===== config.mk =====
export PLATFORM = sky130hd
export DESIGN_NAME = biriscv_mul_wb_tracker
export DESIGN_NICKNAME = d
export VERILOG_FILES = /design/src/rtl/biriscv_mul_wb_tracker.sv
export SDC_FILE = /design/constraint.sdc
export NUM_CORES = 1
export LEC_CHECK = 0
export CAP_MARGIN = 20
export CORE_MARGIN = 4
export CORE_UTILIZATION = 39
export DETAILED_ROUTE_END_ITERATION = 16
export PLACE_DENSITY = 0.82
export SLEW_MARGIN = 5
export SYNTH_ARGS = -nofsm -noshare
export SYNTH_HDL_FRONTEND = slang
export SYNTH_SLANG_ARGS = --single-unit

===== constraint.sdc =====
create_clock -name clk -period 2.4 [get_ports clk]
set_input_delay 0.48 -clock clk [delete_from_list [all_inputs] [get_ports clk]]
set_output_delay 0.48 -clock clk [all_outputs]
set_load 0.01 [all_outputs]

===== src/rtl/biriscv_mul_wb_tracker.sv =====
// Tag sidecar for the pipelined multiplier: tracks {valid, rd, pc} per stage, forms the
// writeback beat and raises RAW stalls. Optional final-stage forwarding via MUL_WB_FWD_EN.
module biriscv_mul_wb_tracker #(
    parameter int MULT_STAGES = 2
) (
    input  logic        clk,
    input  logic        rst_n,
    input  logic        opcode_valid_i,
    input  logic [31:0] opcode_opcode_i,
    input  logic [31:0] opcode_pc_i,
    input  logic [4:0]  opcode_rd_idx_i,
    input  logic [4:0]  opcode_ra_idx_i,
    input  logic [4:0]  opcode_rb_idx_i,
    input  logic        hold_i,
    input  logic        flush_i,
    input  logic [31:0] mul_value_i,
    output logic        wb_valid_o,
    output logic [4:0]  wb_rd_idx_o,
    output logic [31:0] wb_pc_o,
    output logic [31:0] wb_value_o,
    output logic        stall_o,
    output logic        busy_o,
    output logic        fwd_ra_valid_o,
    output logic        fwd_rb_valid_o,
    output logic [31:0] fwd_value_o
);
    localparam int N = MULT_STAGES;

    typedef struct packed {
        logic        valid;
        logic [4:0]  rd;
        logic [31:0] pc;
    } tag_t;

    tag_t [N-1:0] stg_q, stg_d;

    logic mul_w;
    logic issue;
    logic ra_nz, rb_nz;
    logic ra_pend, rb_pend;
    logic ra_last, rb_last;

    // Register index fields are taken from the dedicated ports, not the opcode word.
    logic unused_opcode_bits;
    assign unused_opcode_bits = ^{opcode_opcode_i[24:15], opcode_opcode_i[11:7]};

    assign mul_w = (opcode_opcode_i[6:0] == 7'b0110011) &&
                   (opcode_opcode_i[31:25] == 7'b0000001) &&
                   !opcode_opcode_i[14];

    assign issue = opcode_valid_i && mul_w && !flush_i && !stall_o;

    assign wb_valid_o  = stg_q[N-1].valid && (stg_q[N-1].rd != 5'd0);
    assign wb_rd_idx_o = stg_q[N-1].rd;
    assign wb_pc_o     = stg_q[N-1].pc;
    assign wb_value_o  = wb_valid_o ? mul_value_i : 32'b0;

    always_comb begin
        busy_o = 1'b0;
        for (int k = 0; k < N; k++)
            busy_o = busy_o | stg_q[k].valid;
    end

    // Matches against the not-yet-final stages; the final stage is handled separately
    // because it may be forwarded instead of stalled on.
    always_comb begin
        ra_pend = 1'b0;
        rb_pend = 1'b0;
        for (int k = 0; k < N-1; k++) begin
            if (stg_q[k].valid && (stg_q[k].rd != 5'd0)) begin
                if (stg_q[k].rd == opcode_ra_idx_i) ra_pend = 1'b1;
                if (stg_q[k].rd == opcode_rb_idx_i) rb_pend = 1'b1;
            end
        end
    end

    assign ra_nz   = (opcode_ra_idx_i != 5'd0);
    assign rb_nz   = (opcode_rb_idx_i != 5'd0);
    assign ra_last = wb_valid_o && (stg_q[N-1].rd == opcode_ra_idx_i);
    assign rb_last = wb_valid_o && (stg_q[N-1].rd == opcode_rb_idx_i);

`ifdef MUL_WB_FWD_EN
    assign stall_o        = opcode_valid_i && ((ra_nz && ra_pend) || (rb_nz && rb_pend));
    // A younger pending write to the same register shadows the final-stage value.
    assign fwd_ra_valid_o = opcode_valid_i && ra_nz && ra_last && !ra_pend;
    assign fwd_rb_valid_o = opcode_valid_i && rb_nz && rb_last && !rb_pend;
    assign fwd_value_o    = (fwd_ra_valid_o || fwd_rb_valid_o) ? mul_value_i : 32'b0;
`else
    assign stall_o        = opcode_valid_i && ((ra_nz && (ra_pend || ra_last)) ||
                                               (rb_nz && (rb_pend || rb_last)));
    assign fwd_ra_valid_o = 1'b0;
    assign fwd_rb_valid_o = 1'b0;
    assign fwd_value_o    = 32'b0;
`endif

    always_comb begin
        stg_d = stg_q;
        if (flush_i && hold_i) begin
            for (int k = 0; k < N-1; k++)
                stg_d[k].valid = 1'b0;
        end else if (!hold_i) begin
            stg_d[0].valid = issue;
            stg_d[0].rd    = opcode_rd_idx_i;
            stg_d[0].pc    = opcode_pc_i;
            for (int k = 1; k < N; k++)
                stg_d[k] = stg_q[k-1];
            // The tag entering the final stage is committed; only younger ones die.
            if (flush_i) begin
                for (int k = 0; k < N-1; k++)
                    stg_d[k].valid = 1'b0;
            end
        end
    end

    always_ff @(posedge clk) begin
        if (!rst_n) stg_q <= '0;
        else        stg_q <= stg_d;
    end
endmodule


==> impl_metrics.yaml, run 1 <==
outcome:
  run_status: "complete, no violations"
job:
  drv.max_cap_violation_count: 0
route:
  vias: 2924
  wl_per_cell_um: 14.6
  drc: 0
  drt_first_iter_violations: 63
  detailedRoute.firstPassIterationCount: 3
  remaining_antenna_violation_count: 0
  detail_route.vias_per_cell: 4.36
  wl_mm: 9.79
floorplanning:
  initial_utilization: 0.399
  core_mm2: 0.00977
  ios: 222
  dieArea_mm2: 0.0117
  floorplan.die.height_um: 108
  std_cell_rows: 36
  floorplan.die.width_um: 108
logic_synthesis:
  synth-seq-cells: 76
  synth_top_cell_by_area: "sky130_fd_sc_hd__dfxtp_1"
  post_synth_most_frequent_cells: "sky130_fd_sc_hd__dfxtp_1, sky130_fd_sc_hd__mux2i_1, sky130_fd_sc_hd__nor2b_1"
  ys_seq_area_frac: 0.390
  synth.lib_cells_used.distinct: 24
  syn_area_mm2: 0.00390
  synth_most_common_cell: "sky130_fd_sc_hd__dfxtp_1"
  synthesis.yosys.warnings: 0
  ys_async_sr_fraction: 0
  post_synth_inst_count: 398
  synth-edff-count: 0
  synthTopCellsByArea: "sky130_fd_sc_hd__dfxtp_1, sky130_fd_sc_hd__mux2i_1, sky130_fd_sc_hd__buf_4"
  ys.flop_type: "sky130_fd_sc_hd__dfxtp_1"
  syn_area_per_cell_um2: 9.80
  yosys.area.top_type_share: 0.390
final_layout:
  register_area_mm2: 0.00152
  finalNetCount: 649
  antenna_cells_inserted: 0
  postLayoutCellArea_mm2: 0.00549
  fraction_of_final_layout_cells_sized_beyond_drive_strength_1: 0.143
  footprint_of_the_multi_input_gates_mm2: 0.00191
  layout-area-overhead-vs-synth_pct: 40.7
  num-fill-cells: 885
  utilization_after_layout: 0.562
timing:
  grt_setup_unrepaired: "yes"
  timing_max_transition_violations_final: 0
  timing_worst_slew_pin_value_ps: 600
  timing.setup.tns_ps: 0
  maximum_clock_skew_at_final_layout_ps: 7.07
  max_freq_mhz: 423
  hold_viol: 0
  finalSetupViolCount: 0
  final_worst_path_period_need_ps: 2370
  slew_headroom: 0.600
  period_share: 0.986
setup_path:
  crit_start: "wb_rd_idx_o[3]"
  timing.critical_path.cells: "or4_4 -> o21a_1 -> a32o_2 -> and2_4 -> buf_6"
  rr_endpoint: "stg_q[37]"
  crit_buf_inv: 1
  last_element_of_the_critical_path: "stall_o"
  required_ps: 1920
  critPathTopFamily: "simple AND/OR/NAND/NOR gates"
  timing.critical_path.from_type: "flop"
  r2r-start: "wb_rd_idx_o[3]"
  critical-path-max-stage-delay_ps: 520
  timing.setup.critical_path_class: "flop to primary output"
  critical_path.max_fanout: 2
  crit_path_top_delay_cell: "sky130_fd_sc_hd__or4_4"
  cp.depth: 5
  cp.arrival_ps: 1890
  timing.critical_path.to_type: "primary output"
  worst-r2r-setup-slack_ps: 660
  worst_r2r_path_depth: 6
clock_tree:
  cts_root_buffer: "sky130_fd_sc_hd__clkbuf_8"
  clock_tree.htree_level_count: 3
  clkTransAtPathRegs_ps: 80
  numCtsBuffers: 9
  cts_tree: "done"
  number_of_buffers_added_to_fix_hold_violations_after_cts: 0
  clk-insertion-delay-late_ps: 330
  clock_sink_count: 76
  cts_max_path_buffers: 2
global_route:
  antenna_found_initial: 0
  global_route_wire_length_before_repair_mm: 14.5
  first_global_vias: 2834
  overflow: 0
  grt.total_usage: 0.159
  grt_max_degree: 42
placed_design:
  placed_cell_area_mm2: 0.00539
  io_buffers: 170
  place.gp.congestion: 0.872
  hpwl_mm: 7.73
worst_hold_path:
  hp-class: "flop to flop"
  holdCritStartpoint: "wb_pc_o[11]"
power:
  powerDensity_mw_per_mm2: 513
  power.ir.vdd_worst_mv: 0.380
  cellLeakagePower_uw: 0.00238
[report_power, final]
part | switching, µW | internal, µW | leakage (µW)
Sequential | 36.3 | 1320 | 0.000623
Combinational | 175 | 296 | 0.00166
Clock | 498 | 495 | 0.000101
Total | 709 | 2110 | 0.00238
[repair_timing]
| action | 4_1_cts | 5_1_grt |
|---|---|---|
| setup buffers | 0 | 1 |
| gates resized for setup | 134 | 17 |
| hold endpoints to repair | 0 | 0 |
| pin swaps | 2 | 5 |
| setup endpoints to repair | 34 | 34 |
[stage by stage]
stage | setup WS, ps | power, µW | instances | hold slack [ps]
global route | -27.3 | 2960 | 671 | 542
detailed placement | -452 | 1850 | 654 | 505
global placement | -343 | 1840 | 654 | 491
CTS | -133 | 2860 | 670 | 521
finish | 34.6 | 2820 | 671 | 521
floorplan | 469 | 1670 | 431 | 482
[flip-flops by register name, indices dropped and copies added, names as in the netlist]
signal / count
wb_pc_o: 32
stg_q: 39
wb_rd_idx_o: 5
[worst register-to-register path, delay by kind of cell, from the launching register on]
| kind | cells | cell delay, ps |
|---|---|---|
| flip-flops | 1 | 320 |
| AND/OR/NAND/NOR | 1 | 520 |
| buffers and inverters | 2 | 250 |
| AO/OA/AOI/OAI | 3 | 590 |
[how the worst min path moves through the flow]
stage,cells after the start,slack (ps),endpoint
5_1_grt,2,540,wb_pc_o[18]
3_5_place_dp,2,500,wb_pc_o[0]
6_report,2,520,wb_pc_o[11]
3_3_place_gp,2,490,wb_pc_o[1]
2_1_floorplan,2,480,wb_pc_o[0]
4_1_cts,2,520,wb_pc_o[21]
[placed cells by master (no fill, tap or decap), drive strengths merged, types with 2 or more instances in the layout]
master / Yosys / routed
conb: 1 / 34
and2: 33 / 33
dlymetal6s2s: 0 / 2
clkbuf: 11 / 9
nand2: 6 / 6
nor3: 2 / 2
mux2i: 75 / 75
xnor2: 20 / 20
inv: 0 / 3
dfxtp: 76 / 76
nor2b: 75 / 75
nand3: 5 / 5
buf: 80 / 47
nor2: 2 / 2
clkdlybuf4s50: 0 / 132
clkinv: 0 / 2
o22ai: 2 / 2
[final cells by class]
| cell class | instances | area share |
|---|---|---|
| clock buffers | 9 | 0.0226 |
| well taps | 133 | 0.0303 |
| flip-flops and latches | 76 | 0.278 |
| repair buffers | 182 | 0.306 |
| multi-input cells | 264 | 0.349 |
| clock inverters | 7 | 0.0148 |
[kinds of logic (layout without fill, tap and decap cells)]
group,count (synthesis),count (layout),synth area share
AOI/OAI and AO/OA,5,5,0.00898
xor gates and xnor gates,20,20,0.0449
buffers and inverters,91,198,0.159
DFF,76,76,0.390
muxes,75,75,0.192
other,1,34,0.000962
and+or+nand+nor,130,130,0.204
[routing by layer]
layer | global-route usage | wire (µm) | vias to the layer above
li1 | - | - | 1456
met1 | 0.168 | 3670 | 1332
met2 | 0.295 | 5040 | 120
met3 | 0.0555 | 899 | 16
met4 | 0.0496 | 180 | 0
met5 | 0 | 0 | -
Note: power is estimated with default switching activity, not from simulation.
==> inputs of run 2 (changes only) <==
Settings changed: RECOVER_POWER set to 50, SKIP_LAST_GASP set to 1.
==> run 2 against run 1 <==
Net effect: the run now ends with negative setup slack left; register-to-register slack improved by 110 ps; total power about the same; count of clock-buffer cells in the layout unchanged; cell area decreased by 0.68%; setup slack got worse by 79 ps; cell count unchanged; via count increased by 0.75%; maximum frequency decreased by 3.2%; clock skew about the same; largest power group unchanged.
==> impl_metrics.yaml, run 2 (synthesized netlist as in run 1, its figures left out) <==
global_route:
  antenna_found_initial: 0
  grt.total_usage: 0.159
  globalRouteMet2Util: 0.295
  global_route_wire_length_before_repair_mm: 14.5
  first_global_vias: 2840
  overflow: 0
  grt_max_degree: 42
  busiest_layer: "met2"
  globalRouteMet1Util: 0.170
  grt_use_met3: 0.0543
power:
  power.ir.vdd_worst_mv: 0.380
  powerDensity_mw_per_mm2: 517
  cellLeakagePower_uw: 0.00233
job:
  drv.max_cap_violation_count: 0
setup_path:
  critPathTopFamily: "buffers and inverters"
  rr_endpoint: "stg_q[37]"
  worst-r2r-setup-slack_ps: 770
  cp.arrival_ps: 1960
  required_ps: 1920
  timing.critical_path.to_type: "primary output"
  r2r-start: "wb_rd_idx_o[1]"
  cp.depth: 7
  crit_path_top_delay_cell: "sky130_fd_sc_hd__clkdlybuf4s50_1"
  critical_path.max_fanout: 2
  crit_buf_inv: 2
  critical-path-max-stage-delay_ps: 520
  worst_r2r_path_depth: 5
  timing.setup.critical_path_class: "input pin to primary output"
  last_element_of_the_critical_path: "stall_o"
  crit_start: "opcode_rb_idx_i[4]"
  timing.critical_path.from_type: "input pin"
  timing.critical_path.cells: "clkdlybuf4s50_1 -> xnor2_1 -> nand3_1 -> o22ai_2 -> a32o_2 -> and2_1 -> clkbuf_2"
placed_design:
  io_buffers: 170
  place.detailed.instances: 654
  place.gp.congestion: 0.872
  hpwl_mm: 7.73
outcome:
  run_status: "finished with violations"
  violations: "negative setup slack"
final_layout:
  finalNonFillerCells: 671
  num-fill-cells: 892
  largest_register_ffs: 39
  antenna_cells_inserted: 0
  finalNetCount: 649
  most-common-layout-cells: "sky130_fd_sc_hd__clkdlybuf4s50_1, sky130_fd_sc_hd__mux2i_1, sky130_fd_sc_hd__nor2b_1, sky130_fd_sc_hd__dfxtp_1, sky130_fd_sc_hd__conb_1"
  layout-area-overhead-vs-synth_pct: 39.8
  layout_commonest_cell: "sky130_fd_sc_hd__clkdlybuf4s50_1"
  fraction_of_final_layout_cells_sized_beyond_drive_strength_1: 0.126
  largest_register: "stg_q"
route:
  detailedRoute.firstPassIterationCount: 4
  drt_first_iter_violations: 64
  detail_route.vias_per_cell: 4.39
  vias: 2946
  wl_per_cell_um: 14.8
  remaining_antenna_violation_count: 0
  drc: 0
  wl_mm: 9.94
clock_tree:
  clk-insertion-delay-late_ps: 330
  cts_tree: "done"
  number_of_buffers_added_to_fix_hold_violations_after_cts: 0
  clock_tree.htree_level_count: 3
  numCtsBuffers: 9
  clock_sink_count: 76
  cts_max_path_buffers: 2
  postCtsSetupBuffers: 0
  cts_root_buffer: "sky130_fd_sc_hd__clkbuf_8"
  clkTransAtPathRegs_ps: 80
floorplanning:
  floorplan.die.width_um: 108
  std_cell_rows: 36
  dieArea_mm2: 0.0117
  ios: 222
  floorplan.die.height_um: 108
  core_mm2: 0.00977
  initial_utilization: 0.399
timing:
  period_share: 1.02
  final_critical_path_setup_slack_ps: -44.7
  final_worst_path_period_need_ps: 2440
  grt_setup_unrepaired: "yes"
  hold_viol: 0
  timing_max_transition_violations_final: 0
  whs_ps: 521
  slew_headroom: 0.242
  timing_worst_slew_pin_value_ps: 1140
  finalSetupViolCount: 1
  max_freq_mhz: 409
  maximum_clock_skew_at_final_layout_ps: 7.44
worst_hold_path:
  hp-class: "flop to flop"
run 2: changes by cell type in the layout (fill, tap and decap cells not counted), moves of 2 or more:
cell                              previous run  this run
sky130_fd_sc_hd__and2_1                     25        33
sky130_fd_sc_hd__and2_4                      8         0
sky130_fd_sc_hd__buf_2                      31        17
sky130_fd_sc_hd__buf_4                      10         7
sky130_fd_sc_hd__buf_6                       3         0
sky130_fd_sc_hd__clkbuf_2                    0        18
sky130_fd_sc_hd__clkdlybuf4s50_1           132       134
sky130_fd_sc_hd__dlymetal6s2s_1              2         0
run 2: report_power, final:
part	internal [µW]	switching, µW	total (µW)
Combinational	295	175	469
Sequential	1320	36.4	1360
Clock	495	497	992
run 2: how the worst min path moves through the flow:
stage / from / end / slack (ps) / cells after the start
after floorplan: stg_q[0] / wb_pc_o[0] / 480 / 2
after global placement: stg_q[1] / wb_pc_o[1] / 490 / 2
after detailed placement: stg_q[0] / wb_pc_o[0] / 500 / 2
after CTS: stg_q[21] / wb_pc_o[21] / 520 / 2
after global routing: stg_q[18] / wb_pc_o[18] / 540 / 2
final: stg_q[12] / wb_pc_o[12] / 520 / 2
run 2: cell type report:
type	instances	area [µm²]	area share
Sequential cell	76	1520	0.279
Clock buffer	9	124	0.0227
Timing Repair Buffer	182	1660	0.304
Clock inverter	7	81.3	0.0149
Multi-Input combinational cell	264	1900	0.349
Tap cell	133	166	0.0305
run 2: timing repair:
action	in CTS	in global routing
resized for setup	70	53
pin swaps	2	1
endpoints found under the setup margin	34	34
cloned	0	1
run 2: worst register-to-register path, stage by stage, from the launching register on:
cell	delay (ps)
sky130_fd_sc_hd__dfxtp_2	320
sky130_fd_sc_hd__or4_4	530
sky130_fd_sc_hd__o21a_4	240
sky130_fd_sc_hd__a32o_2	230
sky130_fd_sc_hd__buf_4	130
sky130_fd_sc_hd__o21ai_1	120
run 2: per-stage QoR:
step	power (µW)	TNS (ps)	instance area (µm²)	worst slack [ps]	util
after global placement	1840	-343	5390	-343	0.551
after floorplan	1670	0	4020	469	-
final	2820	-44.7	5450	-44.7	0.558
after global routing	2960	-698	5450	-88.0	0.558
after detailed placement	1850	-452	5390	-452	0.551
after CTS	2860	-3340	5580	-150	0.571
run 2: routing by layer:
layer | share of wire | vias to the layer above
met2 | 0.52 | 125
met4 | 0.018 | 0
met5 | 0 | -
met1 | 0.37 | 1346
met3 | 0.089 | 17
li1 | - | 1458
